[src/rtl/mips_ctrl_pkg.sv]
// Shared encodings for the multicycle MIPS control unit: states, opcodes,
// funct codes and datapath select values.
package mips_ctrl_pkg;

    typedef enum logic [3:0] {
        S_IDLE, S_FETCH, S_DECODE, S_MEMADR, S_MEMRD, S_MEMWB, S_MEMWR,
        S_RTYPE_EX, S_ALU_WB, S_BEQ_EX, S_ADDI_EX, S_ADDI_WB, S_JUMP_EX, S_TRAP
    } state_t;

    localparam logic [5:0] OP_RTYPE = 6'b000000;
    localparam logic [5:0] OP_LW    = 6'b100011;
    localparam logic [5:0] OP_SW    = 6'b101011;
    localparam logic [5:0] OP_BEQ   = 6'b000100;
    localparam logic [5:0] OP_ADDI  = 6'b001000;
    localparam logic [5:0] OP_J     = 6'b000010;

    localparam logic [5:0] F_ADD = 6'b100000;
    localparam logic [5:0] F_SUB = 6'b100010;
    localparam logic [5:0] F_AND = 6'b100100;
    localparam logic [5:0] F_OR  = 6'b100101;
    localparam logic [5:0] F_SLT = 6'b101010;

    localparam logic [2:0] ALU_ADD = 3'b010;
    localparam logic [2:0] ALU_SUB = 3'b110;
    localparam logic [2:0] ALU_AND = 3'b000;
    localparam logic [2:0] ALU_OR  = 3'b001;
    localparam logic [2:0] ALU_SLT = 3'b111;

    // ALUOP_NONE yields alu_ctrl=000 in states that do not use the ALU
    localparam logic [1:0] ALUOP_ADD   = 2'b00;
    localparam logic [1:0] ALUOP_SUB   = 2'b01;
    localparam logic [1:0] ALUOP_FUNCT = 2'b10;
    localparam logic [1:0] ALUOP_NONE  = 2'b11;

    localparam logic [1:0] SRCB_B      = 2'b00;
    localparam logic [1:0] SRCB_FOUR   = 2'b01;
    localparam logic [1:0] SRCB_IMM    = 2'b10;
    localparam logic [1:0] SRCB_IMM_SH = 2'b11;

    localparam logic [1:0] PC_ALU    = 2'b00;
    localparam logic [1:0] PC_ALUOUT = 2'b01;
    localparam logic [1:0] PC_JUMP   = 2'b10;

endpackage

[src/rtl/mips_multicycle_ctrl_alu_decoder.sv]
// ALU control decode: add/sub forced by the FSM, otherwise taken from funct.
// funct_legal is independent of alu_op so DECODE can vet R-type instructions.
module mips_alu_decoder
    import mips_ctrl_pkg::*;
(
    input  logic [1:0] alu_op,
    input  logic [5:0] funct,
    output logic [2:0] alu_ctrl,
    output logic       funct_legal
);

    logic [2:0] funct_ctrl;

    always_comb begin
        funct_legal = 1'b1;
        funct_ctrl  = ALU_ADD;
        case (funct)
            F_ADD:   funct_ctrl = ALU_ADD;
            F_SUB:   funct_ctrl = ALU_SUB;
            F_AND:   funct_ctrl = ALU_AND;
            F_OR:    funct_ctrl = ALU_OR;
            F_SLT:   funct_ctrl = ALU_SLT;
            default: funct_legal = 1'b0;
        endcase
    end

    always_comb begin
        case (alu_op)
            ALUOP_ADD:   alu_ctrl = ALU_ADD;
            ALUOP_SUB:   alu_ctrl = ALU_SUB;
            ALUOP_FUNCT: alu_ctrl = funct_ctrl;
            default:     alu_ctrl = 3'b000;
        endcase
    end

endmodule

[src/rtl/mips_multicycle_ctrl.sv]
// Multicycle MIPS control FSM with memory-ready handshake, wait timeout and
// sticky illegal-instruction / bus-error flags.
module mips_multicycle_ctrl
    import mips_ctrl_pkg::*;
#(
    parameter int MEM_TIMEOUT = 255
) (
    input  logic       clk,
    input  logic       rst_n,
    input  logic [5:0] opcode,
    input  logic [5:0] funct,
    input  logic       zero,
    input  logic       mem_ready,
    output logic       mem_read,
    output logic       mem_write,
    output logic       iord,
    output logic       ir_write,
    output logic       reg_dst,
    output logic       mem_to_reg,
    output logic       reg_write,
    output logic       alu_src_a,
    output logic [1:0] alu_src_b,
    output logic [2:0] alu_ctrl,
    output logic [1:0] pc_src,
    output logic       pc_en,
    output logic       illegal_op,
    output logic       bus_err
);

    localparam int CW = (MEM_TIMEOUT < 2) ? 1 : $clog2(MEM_TIMEOUT + 1);

    state_t        state, state_nx;
    logic [CW-1:0] wait_cnt;
    logic [1:0]    alu_op;
    logic          pc_write, branch, mem_wait, timeout, funct_legal;
    logic          set_ill, set_berr;

    mips_alu_decoder u_alu_dec (
        .alu_op      (alu_op),
        .funct       (funct),
        .alu_ctrl    (alu_ctrl),
        .funct_legal (funct_legal)
    );

    // Trap on the edge where the counter would reach MEM_TIMEOUT; ready wins
    assign timeout = (MEM_TIMEOUT != 0) && !mem_ready &&
                     (wait_cnt == CW'(MEM_TIMEOUT - 1));
    assign pc_en   = pc_write | (branch & zero);

    always_comb begin
        state_nx   = state;
        mem_read   = 1'b0;
        mem_write  = 1'b0;
        iord       = 1'b0;
        ir_write   = 1'b0;
        reg_dst    = 1'b0;
        mem_to_reg = 1'b0;
        reg_write  = 1'b0;
        alu_src_a  = 1'b0;
        alu_src_b  = SRCB_B;
        alu_op     = ALUOP_NONE;
        pc_src     = PC_ALU;
        pc_write   = 1'b0;
        branch     = 1'b0;
        mem_wait   = 1'b0;
        set_ill    = 1'b0;
        case (state)
            S_IDLE: state_nx = S_FETCH;
            S_FETCH: begin
                mem_read  = 1'b1;
                alu_src_b = SRCB_FOUR;
                alu_op    = ALUOP_ADD;
                ir_write  = mem_ready;
                pc_write  = mem_ready;
                mem_wait  = 1'b1;
                if (mem_ready) state_nx = S_DECODE;
            end
            S_DECODE: begin
                alu_src_b = SRCB_IMM_SH;
                alu_op    = ALUOP_ADD;
                case (opcode)
                    OP_LW, OP_SW: state_nx = S_MEMADR;
                    OP_RTYPE: begin
                        state_nx = funct_legal ? S_RTYPE_EX : S_TRAP;
                        set_ill  = !funct_legal;
                    end
                    OP_BEQ:  state_nx = S_BEQ_EX;
                    OP_ADDI: state_nx = S_ADDI_EX;
                    OP_J:    state_nx = S_JUMP_EX;
                    default: begin
                        state_nx = S_TRAP;
                        set_ill  = 1'b1;
                    end
                endcase
            end
            S_MEMADR: begin
                alu_src_a = 1'b1;
                alu_src_b = SRCB_IMM;
                alu_op    = ALUOP_ADD;
                state_nx  = (opcode == OP_LW) ? S_MEMRD : S_MEMWR;
            end
            S_MEMRD: begin
                iord     = 1'b1;
                mem_read = 1'b1;
                mem_wait = 1'b1;
                if (mem_ready) state_nx = S_MEMWB;
            end
            S_MEMWB: begin
                mem_to_reg = 1'b1;
                reg_write  = 1'b1;
                state_nx   = S_FETCH;
            end
            S_MEMWR: begin
                iord      = 1'b1;
                mem_write = 1'b1;
                mem_wait  = 1'b1;
                if (mem_ready) state_nx = S_FETCH;
            end
            S_RTYPE_EX: begin
                alu_src_a = 1'b1;
                alu_op    = ALUOP_FUNCT;
                state_nx  = S_ALU_WB;
            end
            S_ALU_WB: begin
                reg_dst   = 1'b1;
                reg_write = 1'b1;
                state_nx  = S_FETCH;
            end
            S_BEQ_EX: begin
                alu_src_a = 1'b1;
                alu_op    = ALUOP_SUB;
                branch    = 1'b1;
                pc_src    = PC_ALUOUT;
                state_nx  = S_FETCH;
            end
            S_ADDI_EX: begin
                alu_src_a = 1'b1;
                alu_src_b = SRCB_IMM;
                alu_op    = ALUOP_ADD;
                state_nx  = S_ADDI_WB;
            end
            S_ADDI_WB: begin
                reg_write = 1'b1;
                state_nx  = S_FETCH;
            end
            S_JUMP_EX: begin
                pc_src   = PC_JUMP;
                pc_write = 1'b1;
                state_nx = S_FETCH;
            end
            default: state_nx = S_TRAP;
        endcase
        set_berr = mem_wait && timeout;
        if (set_berr) state_nx = S_TRAP;
    end

    always_ff @(posedge clk or negedge rst_n) begin
        if (!rst_n) begin
            state      <= S_IDLE;
            wait_cnt   <= '0;
            illegal_op <= 1'b0;
            bus_err    <= 1'b0;
        end else begin
            state <= state_nx;
            // Any state change is an entry, so the count restarts per access
            if (state_nx != state)
                wait_cnt <= '0;
            else if (mem_wait && !mem_ready)
                wait_cnt <= wait_cnt + CW'(1);
            if (set_ill)  illegal_op <= 1'b1;
            if (set_berr) bus_err    <= 1'b1;
        end
    end

endmodule

[config.mk]
export PLATFORM = sky130hd
export DESIGN_NAME = mips_multicycle_ctrl
export DESIGN_NICKNAME = d
export VERILOG_FILES = /design/src/rtl/mips_ctrl_pkg.sv /design/src/rtl/mips_multicycle_ctrl_alu_decoder.sv /design/src/rtl/mips_multicycle_ctrl.sv
export SDC_FILE = /design/constraint.sdc
export NUM_CORES = 1
export LEC_CHECK = 0
export BUFFER_PORTS_ARGS = -buffer_cell sky130_fd_sc_hd__clkbuf_2
export CAP_MARGIN = 20
export CORE_ASPECT_RATIO = 1.5
export CORE_UTILIZATION = 55
export CTS_BUF_LIST = sky130_fd_sc_hd__clkbuf_8
export CTS_CLUSTER_SIZE = 12
export DETAILED_ROUTE_END_ITERATION = 8
export PLACE_DENSITY = 0.82
export SYNTH_ARGS = -nofsm -noshare
export SYNTH_HDL_FRONTEND = slang
export SYNTH_SLANG_ARGS = --single-unit
[constraint.sdc]
create_clock -name clk -period 2.2 [get_ports clk]
set_input_delay 0.11 -clock clk [delete_from_list [all_inputs] [get_ports clk]]
set_output_delay 0.11 -clock clk [all_outputs]
set_load 0.005 [all_outputs]
==> results of run 1 <==
==> stage by stage <==
step                total power [W]  setup slack, ns  hold slack, ns
floorplan                  0.001031           0.4118         -0.1856
global placement           0.001298           0.3522         0.02384
detailed placement         0.001318           0.2253         0.02828
CTS                        0.001585           0.2128          0.2416
global route               0.001720          0.07090          0.2789
finish                     0.001587           0.2041          0.2374
==> cells in the final DEF (no fill, tap or decap), types with 2 or more instances in the layout <==
cell type / Yosys / layout
clkbuf_2: 0 / 33
nor2_1: 17 / 17
nand2_1: 14 / 14
dfrtp_1: 14 / 14
nor3_1: 10 / 10
nor4_1: 9 / 9
nand2b_1: 7 / 7
a21oi_1: 7 / 7
o21ai_0: 7 / 7
xor2_1: 7 / 7
nand3_1: 6 / 6
buf_4: 0 / 5
clkbuf_8: 0 / 4
inv_1: 3 / 3
nor2b_1: 3 / 3
xnor2_1: 3 / 3
nor3b_1: 2 / 2
and2b_1: 2 / 2
and3_1: 2 / 2
o22ai_1: 2 / 2
nand4_1: 2 / 2
ha_1: 2 / 2
==> state kept, by name, summed over array words and instances (netlist names) <==
signal and cells:
illegal_op 1, state 4, wait_cnt 8, bus_err 1
==> worst max-delay path, delay by kind of cell, from the launching register on <==
family | cells | cell delay [ns]
flops | 1 | 0.42
compound gates | 2 | 0.56
simple gates | 3 | 0.60
buf+inv | 1 | 0.07
fa+ha+maj | 1 | 0.21
==> kinds of logic (layout without fill, tap and decap cells) <==
kind of cell,after synthesis,count (layout),synth area share
compound gates,37,37,0.2321
xor+xnor,10,10,0.06422
fa+ha+maj,3,3,0.02660
buf+inv,12,46,0.04220
flops,14,14,0.2569
simple gates,88,88,0.3780
==> power breakdown <==
group	switching (W)	internal [W]	leakage (nW)
clock network	0.0000918	0.000159	0.0288
registers	0.0000593	0.000295	0.185
logic	0.000587	0.000395	0.519
total	0.000738	0.000849	0.733
==> path summary, 6_finish.rpt <==
path | cells after the start | to | from
setup / recovery | 7 | wait_cnt[6]$_DFFE_PN0P_ | wait_cnt[0]$_DFFE_PN0P_
hold / removal | 3 | illegal_op$_DFFE_PN0P_ | opcode[4]
setup reg to reg | 7 | wait_cnt[6]$_DFFE_PN0P_ | wait_cnt[0]$_DFFE_PN0P_
hold reg to reg | 1 | illegal_op$_DFFE_PN0P_ | illegal_op$_DFFE_PN0P_
max in group asynchronous | 2 | state[3]$_DFF_PN0_ | rst_n
min in group asynchronous | 2 | state[2]$_DFF_PN0_ | rst_n
==> routing by layer <==
metal | vias to the layer above | GRT usage | part of all wire | wire [µm]
li1 | 679 | - | - | -
met1 | 642 | 0.3082 | 0.38 | 1322
met2 | 54 | 0.4943 | 0.55 | 1885
met3 | 13 | 0.02023 | 0.034 | 116
met4 | 0 | 0.1602 | 0.038 | 133
met5 | - | 0 | 0 | 0
==> cell usage after synthesis, types with 2 or more instances <==
cell	count
dfrtp_1	14
nor3b_1	2
nand3_1	6
o21ai_0	7
nand2b_1	7
xnor2_1	3
a21oi_1	7
and3_1	2
nand4_1	2
nand2_1	14
buf_2	4
nor4_1	9
nor2b_1	3
ha_1	2
and2b_1	2
nor2_1	17
nor3_1	10
xor2_1	7
clkbuf_1	4
inv_1	3
o22ai_1	2
==> area by class of cell <==
cell class	instances	area share
multi-input cells	138	0.5922
flip-flops and latches	14	0.2171
repair buffers	39	0.1318
clock buffers	4	0.03411
well taps	23	0.01783
inverters	3	0.006977
==> what timing repair did <==
item | in CTS | in global routing
endpoints found under the hold margin | 14 | 0
endpoints found under the setup margin | 0 | 0
hold buffers | 1 | 0
==> metrics.md, run 1 <==
| Metric | Value |
|---|---|
| Core Region | `2286 µm²` |
| Post-synthesis sequential area ratio | `0.2569` |
| Ys flop type | `dfrtp_1` |
| Die width | `42.66 µm` |
| Syn_area_per_cell | `8.316 µm²` |
| Die height | `62.99 µm` |
| Critical path type | `reg2reg` |
| CTS tree | `done` |
| Async S/R FF share, synth | `1.000` |
| Peak VDD IR | `825.1 µV` |
| Placed cells | `216` |
| Least-Margin Pin Slew | `0.5021 ns` |
| Synth Instances | `164` |
| Post-route insts no fill | `221` |
| Total gr overflow | `0` |
| DRC Markers | `0` |
| Setup violators final | `0` |
| Vias per cell | `6.281` |
| Clk buf depth | `2` |
| Post-synth cell types | `58` |
| Root Driver | `clkbuf_8` |
| Setup Skew | `0.002343 ns` |
| Insertion delay to the later sink of the worst-skew pair | `0.25 ns` |
| H-tree depth | `1` |
| FP Rows | `21` |
| Final hold vios | `0` |
| HPWL after DPL | `2.594 mm` |
| Vias | `1388` |
| Hold/Removal Path Class | `in2reg` |
| Post-route clock period utilization | `0.9072` |
| Placer Congestion | `0.9414` |
| Reg area | `350.3 µm²` |
| Final #Nets | `217` |
| Area Growth Syn to Fin | `18.35%` |
| Syn Std Cell Area | `1364 µm²` |
| Slew Viols, Final | `0` |
| CP required | `2.33 ns` |
| Number of synthesized flops with an enable pin | `0` |
| # diodes | `0` |
| Final WL | `3.457 mm` |
| R2r setup slk | `0.20 ns` |
| Initial antenna violation count | `0` |
| FF+latch count, synth | `14` |
| MaxCap Viol Count | `0` |
| Post-CTS Setup Inserts | `0` |
| Largest net degree at the start of global routing | `20` |
| Number of global-route vias before repair | `1278` |
| Final ANT Viol Nets | `0` |
| DRT iter0 DRCs | `31` |
| Port buffer count | `33` |
| Post-synth top area share | `0.2569` |
| GRT Overall Usage | `0.2776` |
| Critical-path cell list | `inv_1 > ha_1 > and3_1 > o2111ai_4 > nand2b_2 > a221o_2 > nor4_1` |
| Post-Place Cell Area | `1549 µm²` |
| First-pass GRT wire length | `5.775 mm` |
| Clk sink count | `14` |
| FILL cells | `166` |
| Critical path arrival | `2.13 ns` |
| Tmin final | `1.996 ns` |
| Io pins | `34` |
| Post-route design area | `1614 µm²` |
| WL/cell | `15.64 µm` |
| Mapped Nets | `182` |
| Synth warn | `0` |
| Post-CTS sizing | `0` |
| Setup TNS | `0 ns` |
| Pwr dens | `983.1 nW/µm²` |
| Largest stage delay, worst path | `0.44 ns` |
| Max-slew headroom | `0.6605` |
| Total clock buffers created by CTS | `3` |
| CP Max Fanout | `8` |
| Leading post-synthesis cells by cell area | `dfrtp_1 (26%), nor2_1 (4.7%), xor2_1 (4.5%), nor4_1 (4.1%), nand2_1 (3.9%)` |
| Share of cells above drive strength 1 | `0.3081` |
| Fmax achieved | `501.0 MHz` |
| CP max stage cell | `a221o_2` |
| Synth area leader | `dfrtp_1` |
| Multi-input logic area | `955.9 µm²` |
| P_leak | `0.7325 nW` |
| Clock slew at reported path FFs | `0.06 ns` |
| Worst Setup End Kind | `flip-flop` |
| Initial Util | `0.5966` |
| Status | `complete, no violations` |
| Final core utilization | `0.7061` |
| DR pass1 iterations | `5` |
| RSZ-0062 raised after global routing | `no` |
| Die ar. | `2687 µm²` |
| Crit start category | `flip-flop` |
Note: power is estimated with default switching activity, not from simulation.
==> run 2: changes to the inputs <==
--- a/config.mk
+++ b/config.mk
@@ -8,11 +8,11 @@
 export BUFFER_PORTS_ARGS = -buffer_cell sky130_fd_sc_hd__clkbuf_2
 export CAP_MARGIN = 20
 export CORE_ASPECT_RATIO = 1.5
-export CORE_UTILIZATION = 55
+export CORE_UTILIZATION = 50
 export CTS_BUF_LIST = sky130_fd_sc_hd__clkbuf_8
 export CTS_CLUSTER_SIZE = 12
 export DETAILED_ROUTE_END_ITERATION = 8
-export PLACE_DENSITY = 0.82
+export PLACE_DENSITY = 0.79
 export SYNTH_ARGS = -nofsm -noshare
 export SYNTH_HDL_FRONTEND = slang
 export SYNTH_SLANG_ARGS = --single-unit
==> constraint.sdc (replaced) <==
create_clock -name clk -period 1.6 [get_ports clk]
set_input_delay 0.08 -clock clk [delete_from_list [all_inputs] [get_ports clk]]
set_output_delay 0.08 -clock clk [all_outputs]
set_load 0.005 [all_outputs]
==> metrics.md, run 2 (synthesis results as in run 1) <==
| Metric | Value |
|---|---|
| Share of cells above drive strength 1 | `0.5804 (+0.2723)` |
| RSZ-0062 raised after global routing | `yes` |
| Final hold vios | `0 (unchanged)` |
| Critical path type | `reg2reg` |
| Largest regs | `wait_cnt (8), state (4)` |
| Io pins | `34 (unchanged)` |
| First-pass GRT wire length | `7.534 mm (+30%)` |
| Tmin final | `1.935 ns (-0.06136 ns)` |
| Total gr overflow | `0 (unchanged)` |
| Initial antenna violation count | `0 (unchanged)` |
| H-tree depth | `1 (unchanged)` |
| Setup TNS | `-2.863 ns (-2.863 ns)` |
| Max FFs per register | `8 (unchanged)` |
| Setup Skew | `0.004894 ns (+0.002550 ns)` |
| Final #Nets | `275 (+27%)` |
| Peak VDD IR | `1178 µV (+43%)` |
| Placer Congestion | `0.9475 (+0.65%)` |
| Number of global-route vias before repair | `1727 (+35%)` |
| Max-slew headroom | `0.7341 (+0.07360)` |
| Largest net degree at the start of global routing | `15 (-25%)` |
| Die height | `65.97 µm (+4.7%)` |
| Largest Register | `wait_cnt` |
| Area Growth Syn to Fin | `68.90%` |
| Slew Viols, Final | `0 (unchanged)` |
| Clk sink count | `14 (unchanged)` |
| P_leak | `1.072 nW (+46%)` |
| HPWL after DPL | `3.164 mm (+22%)` |
| Final ANT Viol Nets | `0 (unchanged)` |
| Die ar. | `2945 µm² (+9.6%)` |
| DR pass1 iterations | `6 (+1)` |
| Setup violators final | `15 (+15)` |
| # diodes | `0 (unchanged)` |
| GRT Overall Usage | `0.3420 (+0.06445)` |
| Least-Margin Pin Slew | `0.3958 ns (-0.1064 ns)` |
| Root Driver | `clkbuf_8` |
| Final WL | `6.479 mm (+87%)` |
| Pwr dens | `1476 nW/µm² (+50%)` |
| Post-route design area | `2303 µm² (+43%)` |
| FP Rows | `22 (+4.8%)` |
| Critical path arrival | `2.07 ns (-0.06 ns)` |
| Failing checks | `setup timing` |
| Crit start category | `flip-flop` |
| CP Max Fanout | `11 (+3)` |
| Clk buf depth | `2 (unchanged)` |
| Status | `complete, but fails checks` |
| Hold/Removal Path Class | `in2async` |
| CP required | `1.74 ns (-0.59 ns)` |
| Worst Setup End Kind | `flip-flop` |
| Vias | `1943 (+40%)` |
| FF-to-FF path depth | `7 (unchanged)` |
| Total clock buffers created by CTS | `3 (unchanged)` |
| Die width | `44.64 µm (+4.6%)` |
| Final core utilization | `0.9196 (+0.2135)` |
| Insertion delay to the later sink of the worst-skew pair | `0.25 ns (about the same)` |
| Post-Place Cell Area | `1882 µm² (+21%)` |
| Vias per cell | `6.677 (+6.3%)` |
| Core Region | `2505 µm² (+9.6%)` |
| DRT iter0 DRCs | `179 (+480%)` |
| Clock slew at reported path FFs | `0.06 ns (about the same)` |
| Port buffer count | `33 (unchanged)` |
| Post-route clock period utilization | `1.209 (+0.3019)` |
| Post-route setup slack | `-0.3345 ns (-0.5386 ns)` |
| Fmax achieved | `516.9 MHz (+3.2%)` |
| CTS tree | `done` |
| DRC Markers | `0 (unchanged)` |
| WL/cell | `22.26 µm (+42%)` |
| Initial Util | `0.5445 (-0.05215)` |
| Most frequent cells in the layout | `buf_4 (52), clkbuf_2 (30), nor2_1 (12), nand2_1 (12), dfrtp_1 (12)` |
| Commonest non-fill, non-tap cell in the layout | `buf_4` |
| MaxCap Viol Count | `0 (unchanged)` |
-- run 2: cell types whose count changed in the layout (fill, tap and decap cells not counted), moves of 3 or more --
cell      previous run  this run
clkbuf_2            33        30
buf_4                5        52
buf_2                0         3
nor3_1              10         7
nor4_1               9         3
o21ai_0              7         4
buf_6                0        11
nor2_1              17        12
nor2_4               0         5
nor4_2               0         6
-- run 2: cell type report --
| cell class | instances | area [µm²] |
|---|---|---|
| Clock buffer | 3 | 41.29 |
| Fill cell | 89 | 201.4 |
| Multi-Input combinational cell | 138 | 1164 |
| Sequential cell | 14 | 352.8 |
| Inverter | 3 | 11.26 |
| Tap cell | 36 | 45.04 |
| Timing Repair Buffer | 97 | 689.4 |
-- run 2: worst max-delay path, stage by stage, from the launching register on --
cell	delay [ns]
dfrtp_1	0.42
buf_6	0.19
nand2b_1	0.13
o21ai_0	0.33
a32oi_2	0.11
nand2_1	0.14
o211ai_4	0.16
nor4_1	0.34
-- run 2: worst paths after layout --
check / startpoint / to / slack, ns
max: state[2]$_DFF_PN0_ / wait_cnt[6]$_DFFE_PN0P_ / -0.33
min: rst_n / wait_cnt[2]$_DFFE_PN0P_ / 0.28
max reg2reg: state[2]$_DFF_PN0_ / wait_cnt[6]$_DFFE_PN0P_ / -0.33
min reg2reg: bus_err$_DFFE_PN0P_ / bus_err$_DFFE_PN0P_ / 0.53
max in group asynchronous: rst_n / state[3]$_DFF_PN0_ / 1.03
min in group clk: opcode[4] / state[1]$_DFF_PN0_ / 0.35
-- run 2: timing repair --
action / in CTS / in global routing
endpoints found under the setup margin: 13 / 21
hold endpoints to repair: 14 / 0
gates resized for setup: 23 / 37
cloned: 1 / 0
hold buffers: 1 / 0
pin swaps: 18 / 10
buffers inserted: 7 / 9
-- run 2: through the flow --
| stage | hold slack [ns] | total power [W] | cells | setup WS [ns] |
|---|---|---|---|---|
| 3_3_place_gp | -0.01272 | 0.002084 | 271 | -0.1560 |
| 3_5_place_dp | -0.002196 | 0.002146 | 271 | -0.3515 |
| 4_1_cts | 0.2636 | 0.002722 | 283 | -0.2105 |
| 6_report | 0.2803 | 0.003399 | 291 | -0.3345 |
| 2_1_floorplan | -0.2156 | 0.001433 | 164 | -0.1868 |
| 5_1_grt | 0.3015 | 0.003508 | 291 | -0.4492 |
-- run 2: where the power goes --
group | total, W | internal, W | switching [W]
clock network | 0.000291 | 0.000167 | 0.000124
logic | 0.00263 | 0.00119 | 0.00144
registers | 0.000478 | 0.000410 | 0.0000683
-- run 2: per-layer routing --
metal	part of all wire	GRT usage	wire length, µm
met5	0	0	0
met4	0.091	0.1705	588
met3	0.11	0.06011	691
met2	0.48	0.6268	3139
met1	0.32	0.3571	2060
